## config.mk

```make
export PLATFORM = sky130hd
export DESIGN_NAME = bisu_stream_sorter
export DESIGN_NICKNAME = d
export VERILOG_FILES = /design/src/rtl/bisu_pkg.sv /design/src/rtl/bisu_cell.sv /design/src/rtl/bisu_stream_sorter.sv
export SDC_FILE = /design/constraint.sdc
export NUM_CORES = 1
export LEC_CHECK = 0
export BUFFER_PORTS_ARGS = -buffer_cell sky130_fd_sc_hd__buf_2
export CAP_MARGIN = 30
export CORE_UTILIZATION = 47
export CTS_CLUSTER_DIAMETER = 40
export DETAILED_ROUTE_END_ITERATION = 6
export PLACE_DENSITY_LB_ADDON = 0.1
export SYNTH_ARGS = -nofsm -noshare
export SYNTH_HDL_FRONTEND = slang
export SYNTH_SLANG_ARGS = --single-unit
```

## constraint.sdc

```tcl
create_clock -name clk -period 2.54 [get_ports clk]
set_input_delay 0.127 -clock clk [delete_from_list [all_inputs] [get_ports clk]]
set_output_delay 0.127 -clock clk [all_outputs]
set_load 0.05 [all_outputs]
```

## src/rtl/bisu_pkg.sv

```systemverilog
// Shared types and helpers for the streaming insertion sorter.
package bisu_pkg;

  typedef enum logic {
    FILL  = 1'b0,
    DRAIN = 1'b1
  } state_t;

  function automatic int count_width(input int p);
    return $clog2(p + 1);
  endfunction

endpackage

```

## src/rtl/bisu_cell.sv

```systemverilog
// One sorter entry: keeps its value, takes the incoming element, or shifts
// up from its lower neighbour so the array stays ascending.
module bisu_cell #(
  parameter int W     = 6,
  parameter bit FIRST = 1'b0
) (
  input  logic         clk,
  input  logic         rst_n,
  input  logic         ins,
  input  logic         clr,
  input  logic [W-1:0] in_data,
  input  logic [W-1:0] prev_val,
  input  logic         prev_vld,
  output logic [W-1:0] val_q,
  output logic         vld_q
);

  logic [W-1:0] val_d;
  logic         vld_d;
  logic         keep;
  logic         take;

  // Keeping on equality makes a new element land after existing equals.
  assign keep = vld_q && (val_q <= in_data);
  assign take = FIRST || (prev_vld && (prev_val <= in_data));

  always_comb begin
    val_d = val_q;
    vld_d = vld_q;
    if (clr) begin
      vld_d = 1'b0;
    end else if (ins && !keep) begin
      if (take) begin
        val_d = in_data;
        vld_d = 1'b1;
      end else begin
        val_d = prev_val;
        vld_d = prev_vld;
      end
    end
  end

  always_ff @(posedge clk or negedge rst_n) begin
    if (!rst_n) begin
      val_q <= '0;
      vld_q <= 1'b0;
    end else begin
      val_q <= val_d;
      vld_q <= vld_d;
    end
  end

endmodule

```

## src/rtl/bisu_stream_sorter.sv

```systemverilog
// Streaming insertion sorter: fills a P-entry sorted array over a handshake,
// then drains it ascending or descending.
module bisu_stream_sorter
  import bisu_pkg::*;
#(
  parameter int W  = 6,
  parameter int P  = 4,
  parameter int CW = count_width(P)
) (
  input  logic          clk,
  input  logic          rst_n,
  input  logic          in_valid,
  output logic          in_ready,
  input  logic [W-1:0]  in_data,
  input  logic          in_last,
  input  logic          inv,
  output logic          out_valid,
  input  logic          out_ready,
  output logic [W-1:0]  out_data,
  output logic          out_last,
  output logic [CW-1:0] fill_level
);

  localparam logic [CW-1:0] P_CW = CW'(P);

  state_t        state_q, state_d;
  logic [CW-1:0] count_q, count_d;
  logic [CW-1:0] idx_q, idx_d;
  logic          dir_q, dir_d;

  logic [W-1:0]  ent_val [P];
  logic          ent_vld [P];

  logic          in_acc;
  logic          out_acc;

  assign in_ready   = (state_q == FILL);
  assign out_valid  = (state_q == DRAIN);
  assign in_acc     = in_valid && in_ready;
  assign out_acc    = out_ready && out_valid;
  assign fill_level = count_q;

  for (genvar gi = 0; gi < P; gi++) begin : g_cell
    logic [W-1:0] prev_val;
    logic         prev_vld;
    if (gi == 0) begin : g_head
      assign prev_val = '0;
      assign prev_vld = 1'b0;
    end else begin : g_link
      assign prev_val = ent_val[gi-1];
      assign prev_vld = ent_vld[gi-1];
    end
    bisu_cell #(
      .W     (W),
      .FIRST (gi == 0)
    ) u_cell (
      .clk      (clk),
      .rst_n    (rst_n),
      .ins      (in_acc),
      .clr      (out_acc && out_last),
      .in_data  (in_data),
      .prev_val (prev_val),
      .prev_vld (prev_vld),
      .val_q    (ent_val[gi]),
      .vld_q    (ent_vld[gi])
    );
  end

  always_comb begin
    out_data = '0;
    out_last = 1'b0;
    if (state_q == DRAIN) begin
      for (int i = 0; i < P; i++) begin
        if (idx_q == CW'(i)) out_data = ent_val[i];
      end
      out_last = dir_q ? (idx_q == '0) : (idx_q == count_q - 1'b1);
    end
  end

  always_comb begin
    state_d = state_q;
    count_d = count_q;
    idx_d   = idx_q;
    dir_d   = dir_q;
    if (state_q == FILL) begin
      if (in_acc) begin
        count_d = count_q + 1'b1;
        if (count_q == '0) dir_d = inv;
        if ((count_d == P_CW) || in_last) begin
          state_d = DRAIN;
          // Descending drains start from the largest valid entry.
          idx_d   = dir_d ? (count_d - 1'b1) : '0;
        end
      end
    end else if (out_acc) begin
      if (out_last) begin
        state_d = FILL;
        count_d = '0;
        idx_d   = '0;
      end else begin
        idx_d = dir_q ? (idx_q - 1'b1) : (idx_q + 1'b1);
      end
    end
  end

  always_ff @(posedge clk or negedge rst_n) begin
    if (!rst_n) begin
      state_q <= FILL;
      count_q <= '0;
      idx_q   <= '0;
      dir_q   <= 1'b0;
    end else begin
      state_q <= state_d;
      count_q <= count_d;
      idx_q   <= idx_d;
      dir_q   <= dir_d;
    end
  end

endmodule

```

Word-level counts from Yosys, hierarchy flattened

Cells that the tools add are included.

Bits in read-only memories: 0
Output and inout port bits: 12
Bits in writable memories: 0
Input bits: 12
Word-level logic and storage cells: 101
Bits in latches: 0
Flip-flop bits (word level): 36
Memories kept: 0

Muxes and demuxes: 40
Add/subtract/negate cells: 5
Multiply operators: 0
Magnitude comparators: 4
Shift-type cells: 0
Equality and inequality tests: 7
Reduce and logical (&&, ||, !) cells: 31
Divide/modulo/power cells: 0
Bitwise operators: 2

Operators with widths:

| operator            | number |
|---|---|
| $mux 6              | 8 |
| $mux 3              | 11 |
| $le 6x6->1          | 4 |
| $mux 1              | 21 |
| $reduce_bool 2->1   | 6 |
| $logic_and 1x1->1   | 11 |
| $reduce_and 2->1    | 5 |
| $sub 3x1->3 const B | 3 |
| $add 3x1->3 const B | 2 |
| $eq 3x2->1 const B  | 2 |
| $logic_not 3->1     | 2 |
| $reduce_and 3->1    | 2 |
| $logic_not 1->1     | 4 |
| $eq 3x1->1 const B  | 1 |
| $eq 3x3->1          | 1 |
| $eq 3x3->1 const B  | 1 |
| $ne 2x1->1 const B  | 1 |
| $ne 2x2->1 const B  | 1 |
| $not 1->1           | 2 |
| $logic_or 1x1->1    | 1 |

Longest topological paths before layout

Word-level depth: 8
Gate-level depth with buffers: 8
Gate-level depth less buffers: 7

Cells and area by module

Synthesis repeated with hierarchy kept, for this count alone.

Cells, all modules: 373
Area total of the unflattened synthesis: 3624.7 µm²

By module, submodules not included:

| module                            | times used | area each (µm²) | sequential area each (µm²) | cells each |
|---|---|---|---|---|
| bisu_cell at g_cell[1].u_cell ... | 3          | 765.7           | 175.2                      | 74 |
| bisu_stream_sorter                | 1          | 894.6           | 200.2                      | 114 |
| bisu_cell at g_cell[0].u_cell     | 1          | 432.9           | 175.2                      | 37 |

Worst setup path before layout

Ideal clock, no wire load.

Kind: register to output
From: reg count_q[0] (netlist: fill_level[0])
To: out out_last
Path buffers: 0
Slack: 55 ps
Stages on the path, launching flop included: 7
Arrival time: 2358 ps
Data required time: 2413 ps
Cells stage by stage: dfrtp_1 > inv_1 > ha_1 > xnor2_1 > nor4b_4 > nor2_1 > nor2_1

Longest elaborated chain between the ends: 4

RTL lines:

| what                   | line                      | source |
|---|---|---|
| from (decl)            | bisu_stream_sorter.sv:27  | `logic [CW-1:0] count_q, count_d;` |
| from (signal assigned) | bisu_stream_sorter.sv:114 | `count_q <= count_d;` |
| $sub 3x1->3            | bisu_stream_sorter.sv:76  | `out_last = dir_q ? (idx_q == '0) : (idx_q == count_q - 1'b1);` |
| $eq 3x3->1             | bisu_stream_sorter.sv:76  |  |
| $mux 1                 | bisu_stream_sorter.sv:76  |  |
| $mux 1                 | bisu_stream_sorter.sv:72  | `if (state_q == DRAIN) begin` |
| to (decl)              | bisu_stream_sorter.sv:20  | `output logic out_last,` |

Every way passes these cells.

Final worst setup path

From: reg idx_q[0]
To: out out_data[3]

Longest elaborated chain between the ends: 6
Elaborated cells on any way between the ends: 9
Those cells by class: eq/ne (3); mux (5); reduce/logical (1)

RTL lines:

| what                   | line                      | source |
|---|---|---|
| from (decl)            | bisu_stream_sorter.sv:28  | `logic [CW-1:0] idx_q, idx_d;` |
| from (signal assigned) | bisu_stream_sorter.sv:115 | `idx_q <= idx_d;` |
| $logic_not 3->1        | bisu_stream_sorter.sv:74  | `if (idx_q == CW'(i)) out_data = ent_val[i];` |
| $mux 6 (3 in series)   | bisu_stream_sorter.sv:74  |  |
| $mux 6 *               | bisu_stream_sorter.sv:74  |  |
| $mux 6 *               | bisu_stream_sorter.sv:72  |  |
| to (decl)              | bisu_stream_sorter.sv:19  | `output logic [W-1:0] out_data,` |

Every way passes the cells marked *; elsewhere a longest branch is shown, timed or not.

==> flow_metrics.py <==
metrics = {
    "clock_network": {
        "clkTransAtPathRegs_ns": 0.08,
        "cts_made_buffers": 5,
        "htreeDepth": 2,
        "root_buffer": "clkbuf_8",
        "cts_tree": "yes",
        "clk_path_buf_depth": 2,
        "cts.sinks": 36,
        "insertion_delay_ns": 0.29,
    },
    "grt": {
        "antenna_found_initial": 0,
        "track_usage_pct": 26.81,
        "grt_pass1_wl_um": 14520,
        "grt_pass1_vias": 2815,
        "grt_overflow": 0,
        "grt_start_max_net_pins": 37,
    },
    "final_layout": {
        "multiInputGateArea_sq_um": 2087,
        "stdcell_area_sq_um": 3588,
        "num-nets-final": 453,
        "drive_gt1_share_pct": 14.99,
        "antenna_cells": 0,
        "seq_area_sq_um": 900.9,
        "fill_cells": 605,
        "final_cells": 484,
        "syn_to_final_growth_pct": 14.22,
    },
    "synth": {
        "syn_area_sq_um": 3142,
        "synth.yosys.warnings": 0,
        "synth-edff-count": 0,
        "yosysTopAreaCell": "dfrtp_1",
        "ys_types": 48,
        "synthFlopType": "dfrtp_1",
        "syn-num-nets": 416,
        "syn_avg_cell_area_sq_um": 8.514,
        "synthCells": 369,
        "ys_seq_area_share_pct": 28.67,
        "yosysTopAreaCellShare_pct": 28.67,
        "synth_area_leaders": "dfrtp_1, ha_1, mux2i_1, a21oi_1, inv_1",
        "synth.most_common_cell": "dfrtp_1",
        "synth_common_cells": "dfrtp_1, ha_1, a21oi_1, inv_1, nor2_1",
        "ys_ff_latch": 36,
        "ys_async_sr_fraction_pct": 100.0,
    },
    "place": {
        "dpl.hpwl_um": 6842,
        "place_area_sq_um": 3445,
        "numPortBuffers": 23,
        "gp_congestion": 0.8790,
        "dp.cells": 475,
    },
    "timing": {
        "slew_viol_final": 0,
        "tightestPinTransition_ns": 0.8613,
        "fin_crit_sh_pct": 95.23,
        "finalClockSkew_ns": 0.008850,
        "max-slew-margin-rel_pct": 42.58,
        "fin_crit_ns": 2.419,
        "fmax_mhz": 413.4,
        "setup_viol": 0,
        "final_hold_viol_count": 0,
    },
    "floorplanning": {
        "io_pins": 24,
        "die_width_um": 83.76,
        "die_y_um": 83.76,
        "core-area_sq_um": 6386,
        "fp-row-count": 29,
        "die_area_sq_um": 7016,
        "initial_core_util_pct": 49.20,
    },
    "drt": {
        "avgRoutedWirePerCell_um": 18.76,
        "route.vias.total": 3015,
        "drt-total-wl_um": 9081,
        "dr.pass1.iters": 5,
        "ant_nets": 0,
        "drc": 0,
        "drt-vias-per-instance": 6.229,
        "drtIter0Drc": 244,
    },
    "worst_setup_path": {
        "endpoint_kind": "primary output",
        "path_max_fanout": 12,
        "arrival_ns": 2.29,
        "crit_path_start_kind": "register",
        "required_ns": 2.41,
        "critPathKind": "reg -> out",
    },
    "worst_hold_path": {
        "hold_path.class": "in -> reg",
    },
    "outcome": {
        "status": "finished, final reports clean",
    },
    "power_and_ir_drop": {
        "total_power_mw": 4.923,
        "p_leak_nw": 1.727,
        "irDropWorstVdd_mv": 0.6382,
        "p_per_area_nw_per_um2": 1372,
    },
    "job": {
        "maxCapViolations": 0,
    },
}
==> logic make-up (layout without fill, tap and decap cells) <==
group           after synthesis  after routing  synth area share, %
flops                        36             36                28.67
fa+ha+maj                    35             35                13.94
compound gates              105            105                22.46
buf+inv                      44             82                5.575
xor+xnor                      5              5                1.832
mux                          21             21                6.770
simple gates                123            123                20.75
==> cell type report <==
cell class,count,area share [%]
timing repair buffer,45,8.020
clock inverter,2,0.9763
inverter,29,3.033
sequential,36,25.10
tap,77,2.685
multi-input combinational,289,58.16
clock buffer,6,2.022
==> path summary, 6_finish.rpt <==
| check | endpoint | slack, ns | cells after the start | start |
|---|---|---|---|---|
| hold / removal | out_valid | 0.05 | 2 | out_ready |
| max in group asynchronous | g_cell[2].u_cell.val_q[5] | 1.51 | 2 | rst_n |
| hold reg to reg | g_cell[3].u_cell.val_q[0] | 0.52 | 2 | g_cell[3].u_cell.val_q[0] |
| min in group asynchronous | g_cell[0].u_cell.val_q[2] | 0.48 | 2 | rst_n |
| setup / recovery | out_data[3] | 0.12 | 6 | idx_q[0] |
| setup reg to reg | g_cell[0].u_cell.val_q[3] | 0.29 | 7 | g_cell[0].u_cell.val_q[1] |
==> layout by cell type, fill, tap and decap left out, types with 3 or more instances in the layout <==
cell type | synthesis | routed
a221oi_1 | 5 | 5
nand3_1 | 3 | 3
nor2_1 | 29 | 29
mux2i_1 | 19 | 19
o21bai_1 | 3 | 3
a211oi_1 | 12 | 12
and4_1 | 5 | 5
nand4_1 | 6 | 6
a31oi_1 | 6 | 6
buf_2 | 2 | 21
dfrtp_1 | 36 | 36
nor2b_1 | 12 | 11
ha_1 | 35 | 35
o21ai_0 | 19 | 19
nand2_1 | 24 | 24
and2_1 | 10 | 10
a21oi_1 | 29 | 29
clkbuf_8 | 0 | 5
nor3_1 | 17 | 17
a221o_1 | 6 | 6
buf_4 | 0 | 21
nor4_1 | 6 | 6
a211o_1 | 6 | 6
o31ai_1 | 3 | 3
inv_1 | 29 | 29
==> timing repair <==
item / in CTS / in global routing
hold buffers: 1 / 0
buffers inserted: 0 / 0
endpoints found under the setup margin: 2 / 5
gates resized for setup: 2 / 7
hold endpoints to repair: 36 / 0
==> metal layers <==
layer,up-vias,global-route usage [%],routed length (um)
met2,119,43.98,4180
met4,0,9.399,280
met1,1431,35.12,3928
met5,-,0,0
li1,1443,-,-
met3,22,5.341,691
==> report_power, final <==
group          switching, mW  internal (mW)
Combinational           1.89           1.31
Sequential             0.370          0.836
Clock                  0.223          0.292
Total                   2.48           2.44
==> registers in the layout, indices dropped and copies added (netlist names) <==
| register | cells |
|---|---|
| g_cell.u_cell.val_q | 24 |
| g_cell.u_cell.vld_q | 4 |
| fill_level | 3 |
| idx_q | 3 |
| dir_q | 1 |
| out_valid | 1 |
==> through the flow <==
| step | hold slack [ns] | utilization (%) | worst slack [ns] | TNS [ns] |
|---|---|---|---|---|
| final | 0.05197 | 56.19 | 0.1211 | 0 |
| after global placement | 0.2868 | 53.94 | 0.2569 | 0 |
| after detailed placement | 0.2819 | 53.94 | 0.2366 | 0 |
| after CTS | 0.04415 | 55.84 | 0.05729 | 0 |
| after global routing | 0.05603 | 56.19 | -0.09247 | -0.09247 |
| after floorplan | -0.1686 | - | 0.05537 | 0 |
==> critical path, cell delays in order (launching register included) <==
cell	delay [ns]
dfrtp_1	0.46
ha_1	0.23
ha_1	0.35
a2111oi_1	0.53
a21oi_1	0.08
nor2_1	0.11
clkbuf_4	0.24
No activity file was read; power rests on OpenSTA's default activity.
